--- src/rtl/level_meter_display_arbiter_pkg.sv ---
// Shared constants for the level meter display path.
//  DEFAULT_WIDTH    : bar array width used by the meter channels and the arbiter
//  DEFAULT_CHANNELS : default number of meter channels sharing one display
//  chan_w(n)        : width of a channel index for n channels (at least 1 bit)
package level_meter_display_arbiter_pkg;

    localparam int DEFAULT_WIDTH    = 32;
    localparam int DEFAULT_CHANNELS = 2;

    function automatic int chan_w(input int n);
        return (n > 1) ? $clog2(n) : 1;
    endfunction

endpackage

--- src/rtl/level_meter_display_arbiter_rr_arbiter.sv ---
// Round-robin priority rotate, purely combinational.
//  req         : per-requester request flags
//  ptr         : highest-priority index this cycle
//  grant_valid : at least one request present
//  grant_idx   : first requesting index at or after ptr, wrapping modulo N
module rr_arbiter
    import level_meter_display_arbiter_pkg::*;
#(
    parameter int N = 2,
    localparam int W = chan_w(N)
) (
    input  logic [N-1:0] req,
    input  logic [W-1:0] ptr,
    output logic         grant_valid,
    output logic [W-1:0] grant_idx
);

    // Walk offsets from farthest to nearest so the nearest requester
    // (lowest offset from ptr) is the last write and wins.
    always_comb begin
        grant_valid = 1'b0;
        grant_idx   = '0;
        for (int i = N - 1; i >= 0; i--) begin
            int idx;
            idx = int'(ptr) + i;
            if (idx >= N) idx = idx - N;
            if (req[idx]) begin
                grant_valid = 1'b1;
                grant_idx   = idx[W-1:0];
            end
        end
    end

endmodule

--- src/rtl/level_meter_display_arbiter.sv ---
// Shares one display-refresh stream between CHANNELS level meter pipelines.
// Each channel has a one-deep slot; full slots are drained round-robin into a
// single output register tagged with the source channel.
//  clk, reset : rising-edge clock, asynchronous active-low reset
//  i_valid    : per-channel array valid
//  i_ready    : per-channel slot free (straight from the full flags)
//  i_array    : channel c bar array at [c*WIDTH +: WIDTH]
//  o_valid    : output array valid, held until o_ready
//  o_ready    : downstream driver accepts output
//  o_channel  : source channel of o_array
//  o_array    : bar array
//  o_sweep    : marks the first beat of each round-robin sweep
module level_meter_display_arbiter
    import level_meter_display_arbiter_pkg::*;
#(
    parameter int CHANNELS = DEFAULT_CHANNELS,
    parameter int WIDTH    = DEFAULT_WIDTH,
    localparam int CW      = chan_w(CHANNELS)
) (
    input  logic                      clk,
    input  logic                      reset,
    input  logic [CHANNELS-1:0]       i_valid,
    output logic [CHANNELS-1:0]       i_ready,
    input  logic [CHANNELS*WIDTH-1:0] i_array,
    output logic                      o_valid,
    input  logic                      o_ready,
    output logic [CW-1:0]             o_channel,
    output logic [WIDTH-1:0]          o_array,
    output logic                      o_sweep
);

    logic [CHANNELS-1:0][WIDTH-1:0] slot_data;
    logic [CHANNELS-1:0]            slot_full;
    logic [CW-1:0]                  ptr;
    logic [CW-1:0]                  last_g;
    logic                           first_pending;

    logic                           grant_valid;
    logic [CW-1:0]                  grant_idx;
    logic                           out_free;
    logic                           load;
    logic [CW-1:0]                  ptr_next;

    rr_arbiter #(.N(CHANNELS)) u_arb (
        .req         (slot_full),
        .ptr         (ptr),
        .grant_valid (grant_valid),
        .grant_idx   (grant_idx)
    );

    // Ready comes only from the full flags, so o_ready never reaches i_ready
    // combinationally; a slot drained this cycle accepts again next cycle.
    assign i_ready  = ~slot_full;
    assign out_free = ~o_valid | o_ready;
    assign load     = out_free & grant_valid;
    assign ptr_next = (grant_idx == CW'(CHANNELS - 1)) ? '0 : grant_idx + 1'b1;

    // Accept and drain of one slot are mutually exclusive: accept needs the
    // slot empty, grant needs it full.
    always_ff @(posedge clk or negedge reset) begin
        if (!reset) begin
            slot_full <= '0;
            slot_data <= '0;
        end else begin
            for (int c = 0; c < CHANNELS; c++) begin
                if (load && grant_idx == CW'(c)) begin
                    slot_full[c] <= 1'b0;
                end else if (i_valid[c] && !slot_full[c]) begin
                    slot_full[c] <= 1'b1;
                    slot_data[c] <= i_array[c*WIDTH +: WIDTH];
                end
            end
        end
    end

    // Output register: reloads whenever it is empty or being consumed, so a
    // stream of full slots drains one per cycle with no bubbles.
    always_ff @(posedge clk or negedge reset) begin
        if (!reset) begin
            o_valid       <= 1'b0;
            o_channel     <= '0;
            o_array       <= '0;
            o_sweep       <= 1'b0;
            ptr           <= '0;
            last_g        <= '0;
            first_pending <= 1'b1;
        end else if (out_free) begin
            o_valid <= grant_valid;
            if (grant_valid) begin
                o_channel     <= grant_idx;
                o_array       <= slot_data[grant_idx];
                // A grant at or below the previous one means the pointer wrapped.
                o_sweep       <= first_pending | (grant_idx <= last_g);
                ptr           <= ptr_next;
                last_g        <= grant_idx;
                first_pending <= 1'b0;
            end else begin
                o_sweep <= 1'b0;
            end
        end
    end

endmodule

--- config.mk ---
export PLATFORM = sky130hd
export DESIGN_NAME = level_meter_display_arbiter
export DESIGN_NICKNAME = d
export VERILOG_FILES = /design/src/rtl/level_meter_display_arbiter_pkg.sv /design/src/rtl/level_meter_display_arbiter_rr_arbiter.sv /design/src/rtl/level_meter_display_arbiter.sv
export SDC_FILE = /design/constraint.sdc
export NUM_CORES = 1
export LEC_CHECK = 0
export ABC_AREA = 1
export CAP_MARGIN = 20
export CORE_MARGIN = 4
export CORE_UTILIZATION = 49
export DETAILED_ROUTE_END_ITERATION = 8
export GPL_TIMING_DRIVEN = 0
export PLACE_DENSITY = 0.79
export SLEW_MARGIN = 20
export SYNTH_ARGS = -nofsm -noshare
export SYNTH_HDL_FRONTEND = slang
export SYNTH_SLANG_ARGS = --single-unit
--- constraint.sdc ---
create_clock -name clk -period 1.4 [get_ports clk]
set_input_delay 0.21 -clock clk [delete_from_list [all_inputs] [get_ports clk]]
set_output_delay 0.21 -clock clk [all_outputs]
set_load 0.01 [all_outputs]
# == Word-level counts from Yosys, hierarchy flattened ==
# Index checks and enable logic that the tools add are counted.
# word_totals
regBits,103
input_bits,69
out_inout_bits,37
word_cells,59
# classes
add_sub_neg,4
order_cmp,6
mux,20
n_bitwise,8
n_reduce_logical,11
# ops
operator,n
32-bit 2-to-1 mux,4
"32-bit by 3-bit less-than comparator with 1-bit output, second input constant",2
"32-bit by 3-bit >= comparator with 1-bit output, second input constant",1
"32-bit by 3-bit subtractor with 32-bit output, second input constant",1
1-bit 2-to-1 mux,16
2-bit AND reduction,3
1-bit logical AND,4
1-bit inverter,4
2-bit nonzero test,2
"1-bit by 2-bit subtractor with 3-bit output, second input constant",1
"1-bit by 1-bit adder with 2-bit output, second input constant",1
"1-bit by 2-bit >= comparator with 1-bit output, second input constant",1
1-bit zero test,2
"1-bit by 2-bit less-than comparator with 1-bit output, second input constant",1
2-bit inverter,1
1-bit bitwise OR,2
"1-bit adder, second input constant",1
1-bit AND,1
1-bit <= comparator,1

# == Longest topological paths before layout ==
# Gate-level depths: netlist (run 1).
# depth
depth_word,12
ltp_mapped,6
ltp_nobuf,5

# == By module ==
# From an unflattened synthesis (run 1), not the netlist that was laid out.
# hier_totals
hier_cells,551
hier_area_um2,4454.3
# by_module_without_submodules
module,n_inst,cells_per_inst,area_per_inst_um2,seq_area_each_um2
level_meter_display_arbiter,1,547,4435.5,2578.7
rr_arbiter,1,4,18.8,0.0

# == Least setup slack after synthesis (run 1) ==
# OpenSTA, ideal clock, no wires.
# synth_path
kind,register to register
startpoint,register slot_full[1]
endpoint,register o_array[14]
setup_ps,69
arrival_time_ps,1115
required_ps,1331
path_slack_ps,216
stages_incl_launch_ff,6
n_path_buf,2
synth_period_minus_slack_ps,1184
cell_sequence,dfrtp_1 > buf_2 > o21ai_2 > clkbuf_1 > nand2_1 > nand3_1
# synth_between
elab_chain_len,7
word_cells_on_any_way,13
classes_between,mux: 12; reduce/logical: 1
# synth_lines
item,line,text
start: declaration,level_meter_display_arbiter.sv:33,logic [CHANNELS-1:0] slot_full;
start signal: assignment,level_meter_display_arbiter.sv:62,slot_full <= '0;
start signal: indexed assignment,level_meter_display_arbiter.sv:67,slot_full[c] <= 1'b0;
start signal: indexed assignment,level_meter_display_arbiter.sv:69,slot_full[c] <= 1'b1;
1-bit 2-to-1 mux (not written as such) (3 in a row),level_meter_display_arbiter_rr_arbiter.sv:27,if (req[idx]) begin
1-bit 2-to-1 mux (2 in a row),level_meter_display_arbiter_rr_arbiter.sv:27,
32-bit 2-to-1 mux (not written as such) (2 in a row),level_meter_display_arbiter.sv:91,o_array <= slot_data[grant_idx];
end signal: assignment,level_meter_display_arbiter.sv:91,
end: declaration,level_meter_display_arbiter.sv:28,"output logic [WIDTH-1:0] o_array,"
# Several ways; a longest one is shown, not always the timed one. The select of a mux whose other input is x is not followed.
# A chain may end at the register's enable or synchronous reset.

# == Worst setup path after layout (run 1) ==
# layout_path
startpoint,register slot_full[1]
endpoint,output i_ready[1]
# layout_between
elab_chain_len,1
# layout_lines
item,line,text
2-bit inverter,level_meter_display_arbiter.sv:53,assign i_ready = ~slot_full;
end: declaration,level_meter_display_arbiter.sv:23,"output logic [CHANNELS-1:0] i_ready,"
# Every way passes these cells.

==> results of run 1 <==
==> sequential cells by signal, indices dropped and copies added (netlist names) <==
register	flops
slot_data	64
o_array	32
slot_full	2
first_pending	1
last_g	1
o_sweep	1
o_valid	1
ptr	1
==> per-stage QoR <==
step / setup slack (ns) / setup TNS, ns
2_1_floorplan: 0.216 / 0
3_5_place_dp: -0.442 / -12.14
4_1_cts: -0.0709 / -0.0709
5_1_grt: -0.0852 / -0.566
6_report: -0.0350 / -0.0350
3_3_place_gp: -3.57 / -377.61
==> power breakdown <==
part	internal (mW)	switching [mW]	total [mW]
sequential	4.34	0.822	5.17
combinational	1.97	2.92	4.88
clock	0.914	0.956	1.87
total	7.22	4.70	11.9
==> metal layers <==
metal	share of wire [%]	up-vias	track usage [%]
li1	-	1878	-
met1	42	1928	32.6
met2	49	167	38.0
met3	7.8	12	5.05
met4	1.2	0	5.65
met5	0	-	0
==> layout by cell type (no fill, tap or decap) <==
| cell type | n |
|---|---|
| buf_4 | 9 |
| clkbuf_2 | 8 |
| nand2_1 | 167 |
| o21ai_1 | 1 |
| o21ai_2 | 1 |
| nor2_4 | 1 |
| dfrtp_1 | 102 |
| inv_8 | 1 |
| clkinvlp_4 | 1 |
| clkbuf_8 | 11 |
| inv_1 | 6 |
| buf_2 | 10 |
| inv_2 | 1 |
| bufinv_16 | 1 |
| clkdlybuf4s50_1 | 65 |
| nand2_2 | 3 |
| buf_1 | 2 |
| o21a_1 | 1 |
| clkbuf_1 | 12 |
| nor2_2 | 1 |
| dlygate4sd2_1 | 35 |
| o21ai_0 | 3 |
| nand3_1 | 129 |
| clkinv_2 | 1 |
| nand4_1 | 32 |
| nor2_1 | 2 |
| dfstp_2 | 1 |
| buf_16 | 1 |
| buf_6 | 3 |
| dlygate4sd3_1 | 1 |
| buf_8 | 2 |
==> final cells by class <==
class	count	area (um^2)
plain buffers	39	220
clock buffers	12	155
clock inverters	3	42.5
fillers	747	2910
inverters	8	37.5
multi-input cells	341	1550
flip-flops and latches	103	2580
well taps	108	135
repair buffers	108	1040
==> cells by family after synthesis <==
logic type      Yosys count  synth area share [%]
flops                   103                  59.5
buf+inv                  47                  4.85
simple gates            335                  34.8
compound gates            6                 0.837
==> critical path: cells and delay by family (launching register included) <==
kind	cells	cell delay, ns
buffers and inverters	4	0.45
DFF	1	0.41
==> worst max-delay path by stage <==
stage                 start            end  slack, ns  cells after the start
3_5_place_dp   slot_full[1]     i_ready[1]      -0.44                      4
3_3_place_gp          reset  slot_data[19]      -3.57                      1
6_report       slot_full[1]     i_ready[1]      -0.04                      4
5_1_grt        slot_full[1]     i_ready[1]      -0.09                      4
4_1_cts        slot_full[1]     i_ready[1]      -0.07                      4
2_1_floorplan  slot_full[1]    o_array[14]       0.22                      5
==> what timing repair did <==
action                                  in CTS  in global routing
endpoints found under the hold margin       37                  0
cloned                                       0                  0
resized for setup                           61                 12
setup buffers                                2                  1
endpoints found under the setup margin      60                 55
hold buffers                                 1                  0
==> results.md, run 1 <==
• **placeable core area** 8680 um^2
• **minimum setup slack among reg-to-reg paths** 0.02 ns
• **maximum ir drop on the vdd rail** 0.000918 V
• **portion of the post-synthesis area used by sequential elements** 59.5%
• **highest net fanout along the worst path** 10
• **most instantiated flip-flop cell in the synthesis netlist** dfrtp_1
• **DP Wirelength** 8.53 mm
• **clock-pin slew on the worst setup and hold paths** 0.09 ns
• **clock tree from TritonCTS** done
• **Post-Syn Area** 4330 um^2
• **Req. time, crit path** 1.19 ns
• **PwrDens** 2070 nW/um^2
• **EDFF count, synth** 0
• **synthesis-stage register bit count** 103
• **failing checks** negative setup slack
• **clock buffer depth** 2
• **fraction of synthesis flops using an asynchronous set or reset pin** 100%
• **buffer type at the clock tree root** clkbuf_8
• **vias per cell** 5.52
• **fraction of the core area covered by cells at the end of the flow** 66.5%
• **Congestion Overflow GR** 0
• **average routed wire per standard cell** 16.2 um
• **max-slew violation total from the final report** 0
• **final-report hold violation count** 0
• **initial core utilization** 49.9%
• **DRC violation total after the first TritonRoute iteration** 340
• **final worst path period need** 1.44 ns
• **total placed instance area** 5530 um^2
• **initial antenna violation count** 0
• **critical path's slowest cell** dfrtp_1
• **actual transition at the worst max-transition pin** 0.502 ns
• **Mapped Cells** 491
• **type of the most critical hold path** in -> reg
• **top-area cell type share of the netlist area** 58.9%
• **share of final-layout standard cells stronger than drive strength 1** 9.12%
• **ranking of synthesized cells by instance count** 169 x nand2_1, 129 x nand3_1, 102 x dfrtp_1
• **# IOs** 106
• **global-route wire length before repair** 19.1 mm
• **residual DRC count** 0
• **total number of vias** 3,985
• **post-route cell area** 5770 um^2
• **largest net degree at the start of global routing** 66
• **destination of the worst register-to-register timing path** o_array[30]
• **crit path launch type** register
• **growth of design area from synthesis to finish** 33.1%
• **critical path cell sequence** buf_6 -> inv_8 -> buf_8 -> buf_6
• **total power after layout** 11.9 mW
• **Placement Rows** 34
• **final hold slack** 0.272 ns
• **most frequent cell on the critical path** buf_6
• **Syn. warnings** 0
• **WS Path Type** reg -> out
• **number of buffers inserted during clock tree synthesis** 9
• **Worst R2R Start** slot_full[0]
• **count leader, synth** nand2_1
• **element type at the critical path end** output pin
• **number of nets in the layout** 679
• **post-synthesis cell type with the largest combined area** dfrtp_1
• **Total Routing Usage GR** 23.5%
• **horizontal extent of the die** 102 um
• **Relative slew margins** 66.5%
• **highest clock rate** 697 MHz
• **Avg Synthesized Cell Area** 8.83 um^2
• **Hold Path Sink** slot_data[0]
• **Die Area** 10,400 um^2
• **number of buffers added on ports** 103
• **static leakage power** 2.91 nW
• **nets in the synthesized netlist** 560
• **final number of setup-violating endpoints** 1
• **Max Clock Skew** 0.00514 ns
• **number of diodes added for antenna fixing** 0
• **overall routed net length** 11.7 mm
• **number of max-cap violations** 0
• **Max stage delay on crit path** 0.41 ns
• **critical path data arrival time** 1.23 ns
• **Clk Latency, worst-skew pair** 0.36 ns
• **first-pass iteration count of the detailed router** 5
• **path depth of the worst reg2reg path** 6
• **biggest area contributors in the synthesized netlist** dfrtp_1 59%, nand3_1 15%, nand2_1 15%, nand4_1 4.6%, clkbuf_1 1.9%
• **Final Worst Setup Slack** -0.0350 ns
• **worst hold stages** 3
• **Unique masters post-synth** 18
• **number of standard cells in the layout, taps in and fillers out** 722
• **die height** 102 um
• **CTS Sinks** 103
• **H-Tree Level Count** 3
• **ANT nets after route** 0
• **result of the run** complete, but fails checks
• **Final GP Congestion** 0.843
• **vias in the first global route** 3,898
• **period utilization** 103%
• **RSZ-0062 raised after global routing** yes
• **placed cells** 703
• **hold_sp** i_valid[0]
(Power assumes the default switching activity.)
==> run 2, diff against run 1 <==
--- a/config.mk
+++ b/config.mk
@@ -5,10 +5,11 @@
 export SDC_FILE = /design/constraint.sdc
 export NUM_CORES = 1
 export LEC_CHECK = 0
-export ABC_AREA = 1
+export ABC_AREA = 0
 export CAP_MARGIN = 20
 export CORE_MARGIN = 4
 export CORE_UTILIZATION = 49
+export CTS_CLUSTER_SIZE = 14
 export DETAILED_ROUTE_END_ITERATION = 8
 export GPL_TIMING_DRIVEN = 0
 export PLACE_DENSITY = 0.79
==> results.md, run 2 <==
• **global-route wire length before repair** 17.8 mm
• **# IOs** 106
• **element type at the critical path end** register
• **RSZ-0062 raised after global routing** yes
• **placeable core area** 8380 um^2
• **number of buffers inserted during clock tree synthesis** 9
• **Post-Syn Area** 4310 um^2
• **initial core utilization** 51.4%
• **total power after layout** 14.7 mW
• **crit path launch type** register
• **DRC violation total after the first TritonRoute iteration** 228
• **final hold slack** 0.360 ns
• **largest family of logic cells by synthesized area** multiplexers
• **commonest non-fill, non-tap cell in the layout** dfrtp_1
• **number of diodes added for antenna fixing** 0
• **max FFs per register** 64
• **final worst path period need** 1.55 ns
• **CP bufs+invs** 4
• **clock tree from TritonCTS** done
• **DP Wirelength** 7.10 mm
• **adder and majority cell fraction of the synthesized area** 0%
• **post-synthesis share of cell area spent on and, or, nand and nor gates** 9.73%
• **highest net fanout along the worst path** 7
• **most instantiated flip-flop cell in the synthesis netlist** dfrtp_1
• **most used cells in the layout excluding fill and tap cells** 102 x dfrtp_1, 67 x clkdlybuf4s50_1, 61 x mux2_4, 35 x dlygate4sd2_1, 33 x nand2_1
• **number of max-cap violations** 0
• **share of final-layout standard cells stronger than drive strength 1** 34.1%
• **horizontal extent of the die** 102 um
• **Total Routing Usage GR** 22.7%
• **Syn. warnings** 0
• **maximum ir drop on the vdd rail** 0.00117 V
• **Die Area** 10,400 um^2
• **critical path cell sequence** buf_6 -> buf_6 -> nand2_4 -> and3_4 -> buf_12 -> buf_8 -> a221o_1
• **Req. time, crit path** 1.64 ns
• **final number of setup-violating endpoints** 84
• **Placement Rows** 33
• **residual DRC count** 0
• **Worst R2R Start** slot_full[1]
• **Critical Path Start** slot_full[1]
• **static leakage power** 3.02 nW
• **Max stage delay on crit path** 0.40 ns
• **Unique masters post-synth** 26
• **post-synthesis cell type with the largest combined area** dfrtp_1
• **top-area cell type share of the netlist area** 59.2%
• **xor and xnor fraction of the mapped netlist area** 0%
• **largest net degree at the start of global routing** 54
• **failing checks** negative setup slack
• **Relative slew margins** 65.9%
• **biggest regs** slot_data x64, o_array x32, slot_full x2
• **kind of cell adding the most delay to the critical path** buffers and inverters
• **type of the most critical hold path** in -> async
• **Avg Synthesized Cell Area** 13.8 um^2
• **critical path data arrival time** 1.79 ns
• **period utilization** 111%
• **portion of the post-synthesis area used by sequential elements** 59.8%
• **actual transition at the worst max-transition pin** 0.511 ns
• **result of the run** complete, but fails checks
• **overall routed net length** 12.7 mm
• **multiplexer area fraction after synthesis** 16.7%
• **Final Worst Setup Slack** -0.155 ns
• **die height** 102 um
• **highest clock rate** 643 MHz
• **synthesis-stage register bit count** 103
• **final-report hold violation count** 0
• **ranking of synthesized cells by instance count** 102 x dfrtp_1, 58 x mux2_2, 34 x nand2_1
• **most frequent cell on the critical path** buf_6
• **ANT nets after route** 0
• **Mapped Cells** 313
• **biggest area contributors in the synthesized netlist** dfrtp_1 59%, mux2_2 15%, a221o_1 7.4%, nand2_1 3.0%, buf_6 2.9%
• **compound-gate portion of the synthesized area** 8.30%
• **total number of vias** 3,244
• **register name with the most flops** slot_data
• **fraction of synthesis flops using an asynchronous set or reset pin** 100%
• **CTS Sinks** 103
• **H-Tree Level Count** 3
• **nets in the synthesized netlist** 382
• **WS Path Type** reg -> reg
• **first-pass iteration count of the detailed router** 4
• **PwrDens** 2240 nW/um^2
• **number of buffers added on ports** 105
• **clock-pin slew on the worst setup and hold paths** 0.10 ns
• **max-slew violation total from the final report** 0
• **average routed wire per standard cell** 22.2 um
• **EDFF count, synth** 0
• **post-placement setup slack** -0.485 ns
• **Congestion Overflow GR** 0
• **vias per cell** 5.68
• **initial antenna violation count** 0
• **clock buffer depth** 2
• **buffer type at the clock tree root** clkbuf_8
• **Final GP Congestion** 0.784
• **Max Clock Skew** 0.00790 ns
• **count leader, synth** dfrtp_1
• **growth of design area from synthesis to finish** 52.1%
• **vias in the first global route** 3,354
• **number of nets in the layout** 530
• **Clk Latency, worst-skew pair** 0.36 ns
• **critical path's slowest cell** dfrtp_1
## run 2: final cells by class
cell class / count / area, um^2
well taps: 105 / 131
clock inverters: 5 / 57.6
plain buffers: 26 / 324
inverters: 2 / 15.0
repair buffers: 138 / 1540
clock buffers: 11 / 141
flip-flops and latches: 103 / 2580
multi-input cells: 181 / 1760
fillers: 503 / 1830
## run 2: worst paths after layout
check                                endpoint  slack (ns)  depth (start not counted)
worst max-delay path              o_array[11]       -0.15                          7
worst min-delay path            slot_data[10]        0.36                          2
worst max register to register    o_array[11]       -0.15                          7
worst min register to register  first_pending        0.50                          1
max in group asynchronous       slot_data[16]        0.41                          3
min in group clk                 slot_full[0]        0.45                          3
## run 2: what timing repair did
action                                  CTS  global route
hold buffers                              1             0
endpoints found under the hold margin    51             0
gates cloned                              6             2
gates resized for setup                  93            76
endpoints found under the setup margin  113           100
pin swaps                                 1             4
buffers inserted                         11            12
## run 2: through the flow
stage | util (%) | TNS (ns) | area, um^2 | cells
global placement | 65.5 | -400.99 | 5490 | 523
floorplan | - | 0 | 4310 | 313
finish | 78.2 | -6.14 | 6560 | 571
detailed placement | 65.9 | -31.68 | 5520 | 524
global route | 78.2 | -9.51 | 6560 | 571
CTS | 73.5 | -6.08 | 6160 | 558
## run 2: cell families after synthesis
| kind of cell | count (synthesis) |
|---|---|
| flip-flops | 103 |
| multiplexers | 64 |
| AO/OA/AOI/OAI | 37 |
| AND/OR/NAND/NOR | 80 |
| buffers and inverters | 29 |
## run 2: power by group
group	total [mW]	switching [mW]	leakage [nW]	internal, mW
clock network	1.91	1.04	0.103	0.879
registers	5.43	0.961	1.22	4.47
logic	7.33	2.95	1.69	4.38
total	14.7	4.95	3.02	9.73
## run 2: routing by layer
layer	vias up	global-route usage (%)	wire length (um)
met5	-	0	0
met2	135	37.1	6470
met1	1650	30.6	5140
li1	1437	-	-
met4	0	7.06	213
met3	22	4.96	851
